### src/rtl/execute_stage.sv
// Execute stage: single-cycle ALU, address generation and a
// WIDTH-cycle shift-add multiplier that stalls decode while busy.
module execute_stage #(
    parameter int         WIDTH    = 16,
    parameter logic [3:0] NOP_CODE = 4'hF
) (
    input  logic             clk,
    input  logic             reset,
    input  logic             valid_id,
    input  logic [3:0]       control_id,
    input  logic [WIDTH-1:0] op_a_id,
    input  logic [WIDTH-1:0] op_b_id,
    input  logic [WIDTH-1:0] reg_data_id,
    input  logic [4:0]       dest_reg_index_id,
    input  logic             dest_reg_write_en_id,
    output logic [3:0]       control_ex,
    output logic [WIDTH-1:0] result_ex,
    output logic [WIDTH-1:0] reg_data_ex,
    output logic [4:0]       dest_reg_index_ex,
    output logic             dest_reg_write_en_ex,
    output logic             stall_ex
);

    localparam int SHW = $clog2(WIDTH);
    localparam int CW  = $clog2(WIDTH) + 1;

    localparam logic [3:0] OP_ADD   = 4'd0;
    localparam logic [3:0] OP_SUB   = 4'd1;
    localparam logic [3:0] OP_AND   = 4'd2;
    localparam logic [3:0] OP_OR    = 4'd3;
    localparam logic [3:0] OP_XOR   = 4'd4;
    localparam logic [3:0] OP_SLL   = 4'd5;
    localparam logic [3:0] OP_SRL   = 4'd6;
    localparam logic [3:0] OP_SRA   = 4'd7;
    localparam logic [3:0] OP_MUL   = 4'd8;
    localparam logic [3:0] OP_LOAD  = 4'd9;
    localparam logic [3:0] OP_STORE = 4'd10;

    localparam logic [CW-1:0] LAST = CW'(WIDTH - 1);

    typedef enum logic {
        IDLE,
        MUL_BUSY
    } state_t;

    state_t state, state_n;

    logic [WIDTH-1:0] mcand, mcand_n;
    logic [WIDTH-1:0] mplier, mplier_n;
    logic [WIDTH-1:0] acc, acc_n;
    logic [CW-1:0]    count, count_n;
    logic [4:0]       mul_dest, mul_dest_n;
    logic             mul_we, mul_we_n;

    logic [3:0]       control_n;
    logic [WIDTH-1:0] result_n;
    logic [WIDTH-1:0] reg_data_n;
    logic [4:0]       dest_index_n;
    logic             dest_we_n;
    logic             stall_n;

    logic [WIDTH-1:0] alu_res;
    logic [SHW-1:0]   shamt;
    logic             no_write;
    logic [WIDTH-1:0] acc_step;

    assign shamt    = op_b_id[SHW-1:0];
    assign acc_step = mplier[0] ? acc + mcand : acc;

    // Stores and the unused opcodes never write the register file.
    assign no_write = (control_id == OP_STORE) || (control_id > OP_STORE);

    always_comb begin
        alu_res = '0;
        unique case (control_id)
            OP_ADD:   alu_res = op_a_id + op_b_id;
            OP_SUB:   alu_res = op_a_id - op_b_id;
            OP_AND:   alu_res = op_a_id & op_b_id;
            OP_OR:    alu_res = op_a_id | op_b_id;
            OP_XOR:   alu_res = op_a_id ^ op_b_id;
            OP_SLL:   alu_res = op_a_id << shamt;
            OP_SRL:   alu_res = op_a_id >> shamt;
            OP_SRA:   alu_res = $signed(op_a_id) >>> shamt;
            OP_LOAD:  alu_res = op_a_id + op_b_id;
            OP_STORE: alu_res = op_a_id + op_b_id;
            default:  alu_res = '0;
        endcase
    end

    always_comb begin
        state_n      = state;
        mcand_n      = mcand;
        mplier_n     = mplier;
        acc_n        = acc;
        count_n      = count;
        mul_dest_n   = mul_dest;
        mul_we_n     = mul_we;
        control_n    = NOP_CODE;
        result_n     = '0;
        reg_data_n   = '0;
        dest_index_n = '0;
        dest_we_n    = 1'b0;
        stall_n      = 1'b0;

        case (state)
            IDLE: begin
                if (valid_id && control_id == OP_MUL) begin
                    mcand_n    = op_a_id;
                    mplier_n   = op_b_id;
                    acc_n      = '0;
                    count_n    = '0;
                    mul_dest_n = dest_reg_index_id;
                    mul_we_n   = dest_reg_write_en_id;
                    stall_n    = 1'b1;
                    state_n    = MUL_BUSY;
                end else if (valid_id) begin
                    control_n    = control_id;
                    result_n     = alu_res;
                    reg_data_n   = reg_data_id;
                    dest_index_n = dest_reg_index_id;
                    dest_we_n    = dest_reg_write_en_id && !no_write;
                end
            end
            MUL_BUSY: begin
                acc_n    = acc_step;
                mcand_n  = mcand << 1;
                mplier_n = mplier >> 1;
                count_n  = count + 1'b1;
                if (count == LAST) begin
                    control_n    = OP_MUL;
                    result_n     = acc_step;
                    dest_index_n = mul_dest;
                    dest_we_n    = mul_we;
                    state_n      = IDLE;
                end else begin
                    stall_n = 1'b1;
                end
            end
            default: state_n = IDLE;
        endcase
    end

    always_ff @(posedge clk) begin
        if (reset) begin
            state                <= IDLE;
            mcand                <= '0;
            mplier               <= '0;
            acc                  <= '0;
            count                <= '0;
            mul_dest             <= '0;
            mul_we               <= 1'b0;
            control_ex           <= NOP_CODE;
            result_ex            <= '0;
            reg_data_ex          <= '0;
            dest_reg_index_ex    <= '0;
            dest_reg_write_en_ex <= 1'b0;
            stall_ex             <= 1'b0;
        end else begin
            state                <= state_n;
            mcand                <= mcand_n;
            mplier               <= mplier_n;
            acc                  <= acc_n;
            count                <= count_n;
            mul_dest             <= mul_dest_n;
            mul_we               <= mul_we_n;
            control_ex           <= control_n;
            result_ex            <= result_n;
            reg_data_ex          <= reg_data_n;
            dest_reg_index_ex    <= dest_index_n;
            dest_reg_write_en_ex <= dest_we_n;
            stall_ex             <= stall_n;
        end
    end

endmodule

### config.mk
export PLATFORM = sky130hd
export DESIGN_NAME = execute_stage
export DESIGN_NICKNAME = d
export VERILOG_FILES = /design/src/rtl/execute_stage.sv
export SDC_FILE = /design/constraint.sdc
export NUM_CORES = 1
export LEC_CHECK = 0
export BUFFER_PORTS_ARGS = -buffer_cell sky130_fd_sc_hd__buf_2
export CORE_ASPECT_RATIO = 0.9
export CORE_UTILIZATION = 40
export DETAILED_ROUTE_END_ITERATION = 10
export SYNTH_ARGS = -nofsm -noshare
export SYNTH_HDL_FRONTEND = slang
export SYNTH_SLANG_ARGS = --single-unit
### constraint.sdc
create_clock -name clk -period 5.1 [get_ports clk]
set_clock_uncertainty 0.2 [all_clocks]
set_input_delay 0.255 -clock clk [delete_from_list [all_inputs] [get_ports clk]]
set_output_delay 0.255 -clock clk [all_outputs]
set_load 0.02 [all_outputs]
Yosys cells after proc, flatten, opt, wreduce, memory -nomap -nowiden --
Index checks and enable logic that the tools add are counted.
Storage, ports and cells: bits of input ports 61, output and inout port bits 43, register bits 102, word-level logic and storage cells 74
Cells by class: shift operators 3, order comparisons 1, reductions and logical operators 8, muxes and demuxes 29, add/sub/neg operators 4, bitwise operators 5, equal/unequal tests 12
Operators by type and width (count):
- 16-bit case mux with 2 select lines | 4
- 16-bit case mux with 8 select lines | 1
- 16-bit two-way mux | 7
- 16-bit adder | 2
- 5-bit two-way mux | 4
- 5-bit case mux with 2 select lines | 2
- 16-bit bitwise AND | 1
- 4-bit by 3-bit == test with 1-bit output (second input constant) | 4
- 16-bit OR | 1
- 16-bit by 4-bit left shift with 16-bit output | 1
- 16-bit by 4-bit right shift with 16-bit output | 1
- 16-bit by 4-bit >>> shifter with 16-bit output | 1
- 16-bit subtractor | 1
- 16-bit XOR | 1
- 4-bit == test (second input constant) | 3
- 4-bit by 2-bit == test with 1-bit output (second input constant) | 2
- 4-bit two-way mux | 2
- 4-bit case mux with 2 select lines | 1
- 5-bit by 1-bit adder with 5-bit output (second input constant) | 1
- 5-bit by 4-bit == test with 1-bit output (second input constant) | 1
- 1-bit two-way mux | 5
- 4-bit by 1-bit == test with 1-bit output (second input constant) | 1
- 4-bit > comparator (second input constant) | 1
- 4-bit zero test | 1
- other kinds (10) | 13

Longest topological paths before layout --
Gate-level depths: netlist of the first run.
word-level depth 7, mapped depth 16, mapped depth without buffers 15

Least setup slack after synthesis of the first run --
No wires, ideal clock.
kind input-to-reg, from input control_id[1], to register result_ex[14], buffers on the path 2, data required time 4.765 ns, cell stages on the path 16, slack 1.698 ns, library setup time 0.135 ns, arrival time 3.067 ns, cell sequence buf_4 nor2b_4 or3_1 a21o_1 clkbuf_1 o31ai_1 xnor2_1 ha_1 a21oi_1 a21oi_1 o31a_1 o221ai_1 o21ai_0 a21oi_1 xor2_1 o221ai_1
Between the ends: longest elaborated chain between the ends 6, elaborated cells on any way between the ends 17, those cells by class eq/ne: 10; mux: 4; reduce/logical: 3
RTL lines:
- from (decl) | RTL line 10 | input logic [3:0] control_id,
- 4-bit == test or 4-bit zero test (tied branches) | RTL line 75 | unique case (control_id)
- 3-bit OR reduction (no source line)
- 16-bit case mux with 8 select lines | RTL line 75
- 16-bit two-way mux | RTL line 116 | end else if (valid_id) begin
- 16-bit two-way mux * | RTL line 107 | if (valid_id && control_id == OP_MUL) begin
- 16-bit case mux with 2 select lines * | RTL line 105 | case (state)
- to (signal assigned) | RTL line 167 | result_ex <= result_n;
- to (decl) | RTL line 17 | output logic [WIDTH-1:0] result_ex,
Mark *: on every way between the ends. The rest lies on a longest branch, timed or not. A chain may end at the register's enable or synchronous reset.

Final worst setup path of the first run --
from input control_id[3], to register result_ex[13]
The elaborated chain is that of the path after synthesis.

==> run summary, run 1 <==
PLACE
----------------------------------------------------------------------------------------
Final weighted congestion in routability-driven placement                         0.9569
Total half-perimeter wirelength after legalization and detailed placement       20410 µm
Post-placement cell count                                                           1336
Count of input and output buffers                                                    103

DETAILED ROUTING
----------------------------------------------------------------------------------------
Number of nets with antenna violations after routing                                   0
Wire per inst                                                                   19.76 µm
Number of vias in the routed layout                                                 8043
Via density                                                                        5.854
Total iterations of the first detailed-routing run                                     6
Initial DRC Count                                                                    696
Routed wire length                                                              27150 µm
Total DRC errors in the routed layout                                                  0

TIMING
----------------------------------------------------------------------------------------
Final worst path period share                                                     71.45%
Relative slew margins                                                             20.88%
Final-report max-slew violation count                                                  0
Least-Margin Pin Slew                                                           1.182 ns
Post-layout minimum cycle time                                                  3.644 ns
Fmax                                                                          0.2744 GHz
Unrepaired setup endpoints after global routing                                       no
Final-report setup violation count                                                     0
Summed negative setup slack over all endpoints                                      0 ns
Minimum hold slack                                                            0.02041 ns
Count of final hold-check violations                                                   0

YOSYS
----------------------------------------------------------------------------------------
Count of different cell masters after synthesis                                       81
Synthesized instance count                                                          1032
Most instantiated cells after synthesis                                     sky130_fd_sc_hd__nor2_1, sky130_fd_sc_hd__a21oi_1, sky130_fd_sc_hd__dfxtp_1
Top-area cell type share of the netlist area                                      25.58%
Dominant register cell in the synthesized netlist                           sky130_fd_sc_hd__dfxtp_1
Most area-consuming cells after synthesis                                   sky130_fd_sc_hd__dfxtp_1, sky130_fd_sc_hd__ha_1, sky130_fd_sc_hd__a21oi_1
Mapped Area                                                                     7983 µm²
Register area share after synthesis                                               25.58%
Dominant cell type by area after synthesis                                  sky130_fd_sc_hd__dfxtp_1
Average instance area after synthesis                                          7.735 µm²
Yosys reg bits                                                                       102
Most repeated cell in the gate-level netlist after synthesis                sky130_fd_sc_hd__nor2_1
Synthesized Nets                                                                    1164
Number of flops mapped to enable cells by yosys                                        0
Synthesis Warnings                                                                     0
Asr flop ratio synth                                                                  0%

POWER AND IR DROP
----------------------------------------------------------------------------------------
Proportion of total power due to net switching                                    34.07%
Internal power                                                                  1.378 mW
Leakage dissipation                                                             4.067 nW
Sequential cell fraction of total power                                            39.4%
Clock group share of total power                                                   34.3%
Portion of total power attributed to combinational logic                           26.3%
Switching power                                                                0.7123 mW
Worst VDD drop                                                                 0.1487 mV
Power per Cell Area                                                         228.4 nW/µm²

CTS
----------------------------------------------------------------------------------------
Clock slew seen by the registers of the worst setup and hold paths               0.08 ns
H-tree Lvls                                                                            3
CTS-repair resized insts                                                               0
Clk buf depth                                                                          2
Number of setup buffers added after CTS                                                0
Clock net sink count                                                                 102
Clock root buffer                                                           sky130_fd_sc_hd__clkbuf_16
Number of buffers created by CTS                                                       9
Clock tree from TritonCTS                                                           done
Clk Latency, worst-skew pair                                                     0.36 ns

DIE
----------------------------------------------------------------------------------------
Area of the die                                                                20530 µm²
Effective utilization at floorplan                                                41.28%
I/O pin cnt                                                                          104
Die W                                                                           150.9 µm
Placeable core region                                                          19340 µm²
Height of the die                                                               136.0 µm
Row Count                                                                             48

GLOBAL ROUTING
----------------------------------------------------------------------------------------
Total routing resource utilization after global routing                           26.82%
GR met2 Demand/Resource                                                           42.33%
Met3 layer usage reported by global route                                         5.436%
Pin count of the biggest net entering global routing                                  60
M1 GR Usage                                                                       36.43%
Overflow left after global routing                                                     0
Vias in the first global route                                                      7445
Layer with the highest usage                                                        met2
Global-route wire length before repair                                          41540 µm
Number of antenna violations at the first check in global routing                      0

WORST SETUP PATH
----------------------------------------------------------------------------------------
Crit path launch type                                                          input pin
Data arrival at the endpoint of the critical path                                3.67 ns
Critical path data required time                                                 5.12 ns
Kind of end point of the critical path                                         flip-flop
Top fanout value on the critical path                                                 16
R2r setup slk                                                                    2.05 ns
Worst setup path class                                                      input pin to flip-flop

STATUS
----------------------------------------------------------------------------------------
Outcome                                                                     complete, no violations

CELLS AND AREA
----------------------------------------------------------------------------------------
Share of layout cells above drive strength 1                                      15.57%
Area Growth Syn to Fin                                                            14.69%
Final cell count without fillers                                                    1374
Antenna Diode Count                                                                    0
Nets                                                                                1251

MIN PATH
----------------------------------------------------------------------------------------
Hold Crit Class                                                             input pin to flip-flop

JOB
----------------------------------------------------------------------------------------
# Max-Cap Violations                                                                   0

-- sequential cells by signal, indices dropped and copies added (netlist names), 4 cells and up --
register	count
acc	16
control_ex	4
count	5
dest_reg_index_ex	5
mcand	16
mplier	16
mul_dest	5
reg_data_ex	16
result_ex	16
-- logic make-up after synthesis --
logic type,synth area share [%]
flops,25.58
fa+ha+maj,11.32
xor+xnor,4.718
buf+inv,5.799
compound gates,24.94
simple gates,19.95
mux,7.696
-- final timing paths --
kind / from / endpoint / cells past startpoint
worst max-delay path: control_id[3] / result_ex[13] / 15
worst min-delay path: control_id[3] / control_ex[3] / 2
worst max register to register: count[0] / result_ex[9] / 7
worst min register to register: mul_dest[1] / mul_dest[1] / 2
-- per-layer routing --
metal  wire length (µm)  vias to the layer above
met5                  0                        -
met4                643                        0
met3               2165                       45
met1              12480                     3798
li1                   -                     3853
met2              11860                      347
-- metrics by stage --
stage	utilization, %	worst slack, ns	power (mW)	instance area [µm²]
2_1_floorplan	-	1.698	1.205	7983
3_3_place_gp	44.58	1.278	1.367	8621
3_5_place_dp	44.58	1.206	1.366	8621
4_1_cts	47.34	1.572	2.102	9155
5_1_grt	47.34	1.228	2.193	9155
6_report	47.34	1.456	2.091	9155
-- cells in the final DEF (no fill, tap or decap), types with 8 or more instances in the layout --
cell type                       instances
sky130_fd_sc_hd__nor3_1                 8
sky130_fd_sc_hd__mux4_2                 9
sky130_fd_sc_hd__mux2i_1               24
sky130_fd_sc_hd__o21ai_0               35
sky130_fd_sc_hd__nor2_1               172
sky130_fd_sc_hd__a31oi_1                8
sky130_fd_sc_hd__dfxtp_1              101
sky130_fd_sc_hd__nand4_1               10
sky130_fd_sc_hd__and3_1                 9
sky130_fd_sc_hd__buf_4                 13
sky130_fd_sc_hd__a21oi_1              132
sky130_fd_sc_hd__a21o_1                11
sky130_fd_sc_hd__mux2_2                10
sky130_fd_sc_hd__a22oi_1                9
sky130_fd_sc_hd__and2_1                21
sky130_fd_sc_hd__clkbuf_16              9
sky130_fd_sc_hd__a221oi_1               9
sky130_fd_sc_hd__buf_2                103
sky130_fd_sc_hd__nand3_1               17
sky130_fd_sc_hd__xnor2_1               31
sky130_fd_sc_hd__dlygate4sd3_1         22
sky130_fd_sc_hd__xor2_1                12
sky130_fd_sc_hd__nand2_1               87
sky130_fd_sc_hd__inv_1                 42
sky130_fd_sc_hd__ha_1                  69
sky130_fd_sc_hd__a211oi_1              14
-- worst max-delay path: stages --
cell	delay (ns)
sky130_fd_sc_hd__buf_2	0.15
sky130_fd_sc_hd__nor2b_4	0.16
sky130_fd_sc_hd__or3_1	0.35
sky130_fd_sc_hd__a21o_1	0.36
sky130_fd_sc_hd__nor2b_1	0.24
sky130_fd_sc_hd__xnor2_1	0.13
sky130_fd_sc_hd__ha_1	0.36
sky130_fd_sc_hd__nand2_1	0.09
sky130_fd_sc_hd__o211ai_1	0.17
sky130_fd_sc_hd__a31oi_1	0.19
sky130_fd_sc_hd__a22oi_1	0.45
sky130_fd_sc_hd__a31oi_1	0.15
sky130_fd_sc_hd__a41o_1	0.21
sky130_fd_sc_hd__o31ai_1	0.23
sky130_fd_sc_hd__o21ai_0	0.15
-- cell type report --
class                   count  area (µm²)
clock inverters             7       88.84
fillers                  1925       10180
multi-input cells         823        5483
flip-flops and latches    102        2043
repair buffers            138       833.3
well taps                 250       312.8
clock buffers               9       225.2
inverters                  45       168.9
-- what timing repair did --
action                                 CTS  global route
endpoints found under the hold margin   28             0
setup endpoints to repair                0             0
hold buffers                            22             0
-- power groups by stage --
stage	registers [mW]	clock network, mW	logic, mW
2_1_floorplan	0.856	0	0.348
3_3_place_gp	0.842	0	0.525
3_5_place_dp	0.842	0	0.524
4_1_cts	0.823	0.739	0.539
5_1_grt	0.826	0.765	0.602
6_report	0.823	0.718	0.550
Power figures use the tool's default switching activity.
==> run 2, diff against run 1 <==
Clock period 5.1 ns to 2.93 ns, I/O delays scaled along.
==> run 2 against run 1 <==
  * The flow now finishes with violations (setup timing)
  * Combinational power is 110% higher
  * Count of clock-buffer cells in the layout unchanged
  * Wire length shrank 1.2%
  * Sequential cell count unchanged
  * Total power is 81% higher
  * Sequential power increased by 74%
  * Critical path depth increased by 2
  * Die area stayed put
  * Cell area is 9.2% higher
  * Final cell count rose by 6.3%
  * Largest power group unchanged
==> run summary, run 2 (synthesized netlist as in run 1, its figures left out) <==
GLOBAL ROUTING
----------------------------------------------------------------------------------------
Met3 layer usage reported by global route                                         5.034%
GR met2 Demand/Resource                                                           40.70%
Overflow left after global routing                                                     0
Pin count of the biggest net entering global routing                                  73
M1 GR Usage                                                                       37.35%
Vias in the first global route                                                      7483
Global-route wire length before repair                                          41670 µm
Total routing resource utilization after global routing                           26.58%
Layer with the highest usage                                                        met2
Number of antenna violations at the first check in global routing                      0

CELLS AND AREA
----------------------------------------------------------------------------------------
Share of layout cells above drive strength 1                                      23.37%
Most frequent cells in the layout                                           sky130_fd_sc_hd__nor2_1, sky130_fd_sc_hd__a21oi_1, sky130_fd_sc_hd__dfxtp_1, sky130_fd_sc_hd__buf_2, sky130_fd_sc_hd__buf_4
Area Growth Syn to Fin                                                            25.22%
Fill cell total of the finished layout                                              1873
Antenna Diode Count                                                                    0
Nets                                                                                1338
Final cell count without fillers                                                    1461
Commonest non-fill, non-tap cell in the layout                              sky130_fd_sc_hd__nor2_1

DIE
----------------------------------------------------------------------------------------
Row Count                                                                             48
Height of the die                                                               136.0 µm
Placeable core region                                                          19340 µm²
Area of the die                                                                20530 µm²
Die W                                                                           150.9 µm
Effective utilization at floorplan                                                41.28%
I/O pin cnt                                                                          104

TIMING
----------------------------------------------------------------------------------------
Final worst path period share                                                     101.2%
Final-report max-slew violation count                                                  0
Relative slew margins                                                             48.78%
Post-layout minimum cycle time                                                  2.965 ns
Count of final hold-check violations                                                   0
Final-report setup violation count                                                     3
Unrepaired setup endpoints after global routing                                      yes
Least-Margin Pin Slew                                                          0.7489 ns
Final worst slack                                                            -0.03497 ns
Minimum hold slack                                                            0.04788 ns
Fmax                                                                          0.3373 GHz

MIN PATH
----------------------------------------------------------------------------------------
Hold Crit Class                                                             input pin to flip-flop

WORST SETUP PATH
----------------------------------------------------------------------------------------
Worst setup path class                                                      input pin to flip-flop
Highest cell delay on the worst timing path                                      0.35 ns
Data arrival at the endpoint of the critical path                                2.99 ns
WP buf/inv                                                                             3
Top fanout value on the critical path                                                  5
Kind of end point of the critical path                                         flip-flop
Critical Path, Cell by Cell                                                 buf_8 > nor2b_4 > or3_1 > a21o_4 > buf_6 > buf_4 > o31ai_1 > xnor2_1 > ha_1 > o21ai_0 > nand2b_1 > nand3_1 > a22oi_2 > a31oi_1 > a41o_1 > o31ai_2 > o21ai_1
Critical path data required time                                                 2.96 ns
Standard cell with the maximum stage delay on the critical path             sky130_fd_sc_hd__or3_1
Top Family by Delay on Critical Path                                        compound AO/OA/AOI/OAI gates
Crit path launch type                                                          input pin

CTS
----------------------------------------------------------------------------------------
Number of buffers created by CTS                                                       9
Clock slew seen by the registers of the worst setup and hold paths               0.08 ns
H-tree Lvls                                                                            3
Clock root buffer                                                           sky130_fd_sc_hd__clkbuf_16
Clk Latency, worst-skew pair                                                     0.35 ns
Clock net sink count                                                                 102
Clock tree from TritonCTS                                                           done
Clk buf depth                                                                          2

STATUS
----------------------------------------------------------------------------------------
Violations in the final reports                                             setup timing
Outcome                                                                     complete, but fails checks

PLACE
----------------------------------------------------------------------------------------
Count of input and output buffers                                                    103
Post-placement cell count                                                           1410
Total half-perimeter wirelength after legalization and detailed placement       20620 µm
Final weighted congestion in routability-driven placement                         0.9764

DETAILED ROUTING
----------------------------------------------------------------------------------------
Via density                                                                        5.605
Number of vias in the routed layout                                                 8189
Wire per inst                                                                   18.36 µm
Number of nets with antenna violations after routing                                   0
Total DRC errors in the routed layout                                                  0
Routed wire length                                                              26830 µm
Total iterations of the first detailed-routing run                                     8
Initial DRC Count                                                                    728

POWER AND IR DROP
----------------------------------------------------------------------------------------
Worst VDD drop                                                                 0.3094 mV
Leakage dissipation                                                             4.521 nW
Power per Cell Area                                                         378.0 nW/µm²
Post-route total power                                                          3.779 mW

JOB
----------------------------------------------------------------------------------------
# Max-Cap Violations                                                                   0

==> run 2: changes by cell type in the layout (fill, tap and decap cells not counted), moves of 3 or more <==
cell	previous run	this run
sky130_fd_sc_hd__a21oi_1	132	127
sky130_fd_sc_hd__a21oi_2	1	6
sky130_fd_sc_hd__buf_12	0	3
sky130_fd_sc_hd__buf_4	13	93
sky130_fd_sc_hd__dlygate4sd3_1	22	25
sky130_fd_sc_hd__o21ai_0	35	31
==> run 2: layout make-up <==
| class | count | area, µm² | share of cell area [%] |
|---|---|---|---|
| multi-input cells | 823 | 5627 | 56.29 |
| flip-flops and latches | 102 | 2043 | 20.44 |
| repair buffers | 225 | 1551 | 15.52 |
| well taps | 250 | 312.8 | 3.129 |
| clock buffers | 9 | 225.2 | 2.253 |
| inverters | 45 | 168.9 | 1.690 |
| clock inverters | 7 | 67.56 | 0.6759 |
==> run 2: routing by layer <==
| layer | share of wire, % | routed length, µm |
|---|---|---|
| met2 | 43 | 11440 |
| met3 | 7.7 | 2065 |
| met5 | 0 | 0 |
| met1 | 47 | 12610 |
| met4 | 2.6 | 704 |
==> run 2: repair_timing <==
action / in CTS / in global routing
setup buffers: 6 / 4
resized for setup: 15 / 15
pin swaps: 17 / 20
gates cloned: 0 / 0
hold buffers: 25 / 0
endpoints found under the hold margin: 30 / 0
endpoints found under the setup margin: 10 / 10
==> run 2: worst paths after layout <==
kind	slack (ns)	start	depth (start not counted)	endpoint
worst max-delay path	-0.03	control_id[1]	17	result_ex[13]
worst min-delay path	0.05	reset	3	control_ex[1]
worst max register to register	0.12	mcand[0]	10	result_ex[14]
worst min register to register	0.26	mul_dest[1]	2	mul_dest[1]
==> run 2: power breakdown <==
| group | internal, mW | total, mW | leakage (nW) | switching [mW] |
|---|---|---|---|---|
| Combinational | 0.516 | 1.17 | 3.56 | 0.653 |
| Sequential | 1.42 | 1.43 | 0.827 | 0.0166 |
| Clock | 0.598 | 1.18 | 0.139 | 0.578 |
| Total | 2.53 | 3.78 | 4.52 | 1.25 |
==> run 2: metrics by stage <==
step | TNS [ns] | setup WS [ns] | util [%] | cell area (µm²)
6_report | -0.07436 | -0.03497 | 51.69 | 9996
5_1_grt | -0.8169 | -0.1889 | 51.69 | 9996
4_1_cts | -0.02576 | -0.02329 | 51.16 | 9893
3_5_place_dp | -6.631 | -0.6664 | 47.86 | 9255
3_3_place_gp | -6.038 | -0.5704 | 47.86 | 9255
2_1_floorplan | -0.7341 | -0.2256 | - | 8046
==> run 2: worst register-to-register path: cells and delay by family, from the launching register on <==
family,cells,cell delay (ns)
AO/OA/AOI/OAI,7,1.30
adder cells (fa/ha/maj),2,0.65
flip-flops,1,0.34
XOR/XNOR,1,0.21
==> run 3, diff against run 2 <==
Settings changed: CTS_BUF_LIST set to sky130_fd_sc_hd__clkbuf_8.
==> run 3 against run 2 <==
  * Highest routed layer unchanged
  * Wire length up 1.2%
  * Setup slack improved by 0.0016 ns
  * Largest power group unchanged
  * The flow still finishes with violations (setup timing)
  * Critical path type unchanged
  * Final cell count grew 0.21%
  * Global-route usage rose by 0.13 points
  * Clock power shrank 26%
==> run summary, run 3 (synthesized netlist as in run 1, its figures left out) <==
WORST SETUP PATH
----------------------------------------------------------------------------------------
Kind of end point of the critical path                                         flip-flop
Critical path data required time                                                 3.01 ns
Top fanout value on the critical path                                                  5
Worst reg2reg path endpoint                                                 result_ex[14]
Crit path launch type                                                          input pin
Worst setup path class                                                      input pin to flip-flop
Start of the worst register-to-register path                                    mcand[0]
Data arrival at the endpoint of the critical path                                3.04 ns
Length in cells of the worst reg-to-reg path                                          10
R2r setup slk                                                                    0.10 ns

DETAILED ROUTING
----------------------------------------------------------------------------------------
WL met2                                                                         11910 µm
Initial DRC Count                                                                    794
Number of nets with antenna violations after routing                                   0
Wire length on met3                                                              1933 µm
Highest metal layer with signal wires                                               met4
Wire per inst                                                                   18.55 µm
Routed wire length                                                              27160 µm
Number of vias in the routed layout                                                 8215
Total DRC errors in the routed layout                                                  0
Total iterations of the first detailed-routing run                                     6
Via density                                                                        5.611
M1 WL                                                                           12800 µm

PLACE
----------------------------------------------------------------------------------------
Final weighted congestion in routability-driven placement                         0.9764
Count of input and output buffers                                                    103
Total half-perimeter wirelength after legalization and detailed placement       20620 µm

DIE
----------------------------------------------------------------------------------------
I/O pin cnt                                                                          104
Height of the die                                                               136.0 µm
Area of the die                                                                20530 µm²
Die W                                                                           150.9 µm
Placeable core region                                                          19340 µm²
Row Count                                                                             48
Effective utilization at floorplan                                                41.28%

GLOBAL ROUTING
----------------------------------------------------------------------------------------
Global-route wire length before repair                                          41950 µm
Overflow left after global routing                                                     0
Total routing resource utilization after global routing                           26.70%
Pin count of the biggest net entering global routing                                  73
Number of antenna violations at the first check in global routing                      0
Vias in the first global route                                                      7440

CTS
----------------------------------------------------------------------------------------
Clk Latency, worst-skew pair                                                     0.39 ns
Clk buf depth                                                                          2
Clock slew seen by the registers of the worst setup and hold paths               0.11 ns
H-tree Lvls                                                                            3
Number of buffers created by CTS                                                       9
Clock tree from TritonCTS                                                           done
Clock root buffer                                                           sky130_fd_sc_hd__clkbuf_8
Clock net sink count                                                                 102

JOB
----------------------------------------------------------------------------------------
# Max-Cap Violations                                                                   0

TIMING
----------------------------------------------------------------------------------------
Minimum hold slack                                                            0.01114 ns
Relative slew margins                                                             52.20%
Count of final hold-check violations                                                   0
Summed negative setup slack over all endpoints                               -0.04830 ns
Least-Margin Pin Slew                                                          0.6989 ns
Final worst path period share                                                     101.1%
Final worst slack                                                            -0.03339 ns
Post-layout minimum cycle time                                                  2.963 ns
Fmax                                                                          0.3375 GHz
Unrepaired setup endpoints after global routing                                      yes
Final-report max-slew violation count                                                  0
Final-report setup violation count                                                     2

MIN PATH
----------------------------------------------------------------------------------------
Worst hold path endpoint                                                      mplier[15]
Hold-critical path depth                                                               5
Worst hold start                                                             op_b_id[15]
Hold Crit Class                                                             input pin to flip-flop

CELLS AND AREA
----------------------------------------------------------------------------------------
Most frequent cells in the layout                                           sky130_fd_sc_hd__nor2_1, sky130_fd_sc_hd__a21oi_1, sky130_fd_sc_hd__dfxtp_1, sky130_fd_sc_hd__buf_2, sky130_fd_sc_hd__buf_4
Antenna Diode Count                                                                    0
Area Growth Syn to Fin                                                            24.44%
Share of layout cells above drive strength 1                                      23.39%
Nets                                                                                1341
Commonest non-fill, non-tap cell in the layout                              sky130_fd_sc_hd__nor2_1
Final core utilization                                                            51.37%

STATUS
----------------------------------------------------------------------------------------
Violations in the final reports                                             setup timing
Outcome                                                                     complete, but fails checks

POWER AND IR DROP
----------------------------------------------------------------------------------------
Post-route total power                                                          3.490 mW
Worst VDD drop                                                                 0.2596 mV
Leakage dissipation                                                             4.498 nW
Power per Cell Area                                                         351.4 nW/µm²

-- run 3: cell count changes in the layout (fill, tap and decap cells not counted), sizes merged --
cell	delta
dlygate4sd3	+2
buf	+1
-- run 3: per-stage QoR --
step,cells,setup WS [ns],cell area [µm²]
final,1464,-0.03339,9933
after global routing,1464,-0.1494,9933
after CTS,1457,0.02106,9783
after detailed placement,1410,-0.6664,9255
after global placement,1410,-0.5704,9255
after floorplan,1032,-0.2256,8046
-- run 3: power breakdown --
part / switching (mW) / leakage [nW] / total [mW] / internal, mW
registers: 0.0167 / 0.827 / 1.43 / 1.42
logic: 0.657 / 3.58 / 1.18 / 0.521
clock network: 0.549 / 0.0924 / 0.878 / 0.329
total: 1.22 / 4.50 / 3.49 / 2.27
-- run 3: final cells by class --
cell class              count  area [µm²]
clock buffers               9       123.9
clock inverters             7       67.56
fillers                  1880        9405
inverters                  45       168.9
multi-input cells         823        5638
flip-flops and latches    102        2043
well taps                 250       312.8
repair buffers            228        1579
-- run 3: worst max-delay path by stage --
stage / startpoint / endpoint / slack, ns / cells after the start
2_1_floorplan: control_id[1] / result_ex[10] / -0.23 / 16
3_3_place_gp: control_id[3] / result_ex[13] / -0.57 / 16
3_5_place_dp: control_id[3] / result_ex[10] / -0.67 / 15
4_1_cts: control_id[1] / result_ex[14] / 0.02 / 16
5_1_grt: control_id[1] / result_ex[14] / -0.15 / 16
6_report: control_id[1] / result_ex[13] / -0.03 / 16
-- run 3: worst max-delay path: stages --
cell and delay [ns]:
sky130_fd_sc_hd__buf_8 0.10, sky130_fd_sc_hd__nor2b_4 0.11, sky130_fd_sc_hd__or3_1 0.35, sky130_fd_sc_hd__a21o_4 0.26, sky130_fd_sc_hd__buf_6 0.15, sky130_fd_sc_hd__o31ai_4 0.06, sky130_fd_sc_hd__xnor2_2 0.12, sky130_fd_sc_hd__ha_1 0.32
sky130_fd_sc_hd__nand2_1 0.07, sky130_fd_sc_hd__o211ai_1 0.22, sky130_fd_sc_hd__a31oi_2 0.14, sky130_fd_sc_hd__a22oi_2 0.31, sky130_fd_sc_hd__a31oi_1 0.15, sky130_fd_sc_hd__a41o_1 0.23, sky130_fd_sc_hd__o31ai_2 0.18, sky130_fd_sc_hd__o21ai_1 0.10
-- run 3: per-layer routing --
metal	vias to the layer above	GRT usage (%)
li1	4035	-
met5	-	0
met3	33	4.597
met4	0	6.556
met1	3818	38.11
met2	329	41.26
-- run 3: what timing repair did --
action / CTS / global route
buffers inserted: 4 / 7
resized for setup: 11 / 20
setup endpoints to repair: 8 / 9
hold buffers: 27 / 0
hold endpoints to repair: 32 / 0
pin swaps: 17 / 23
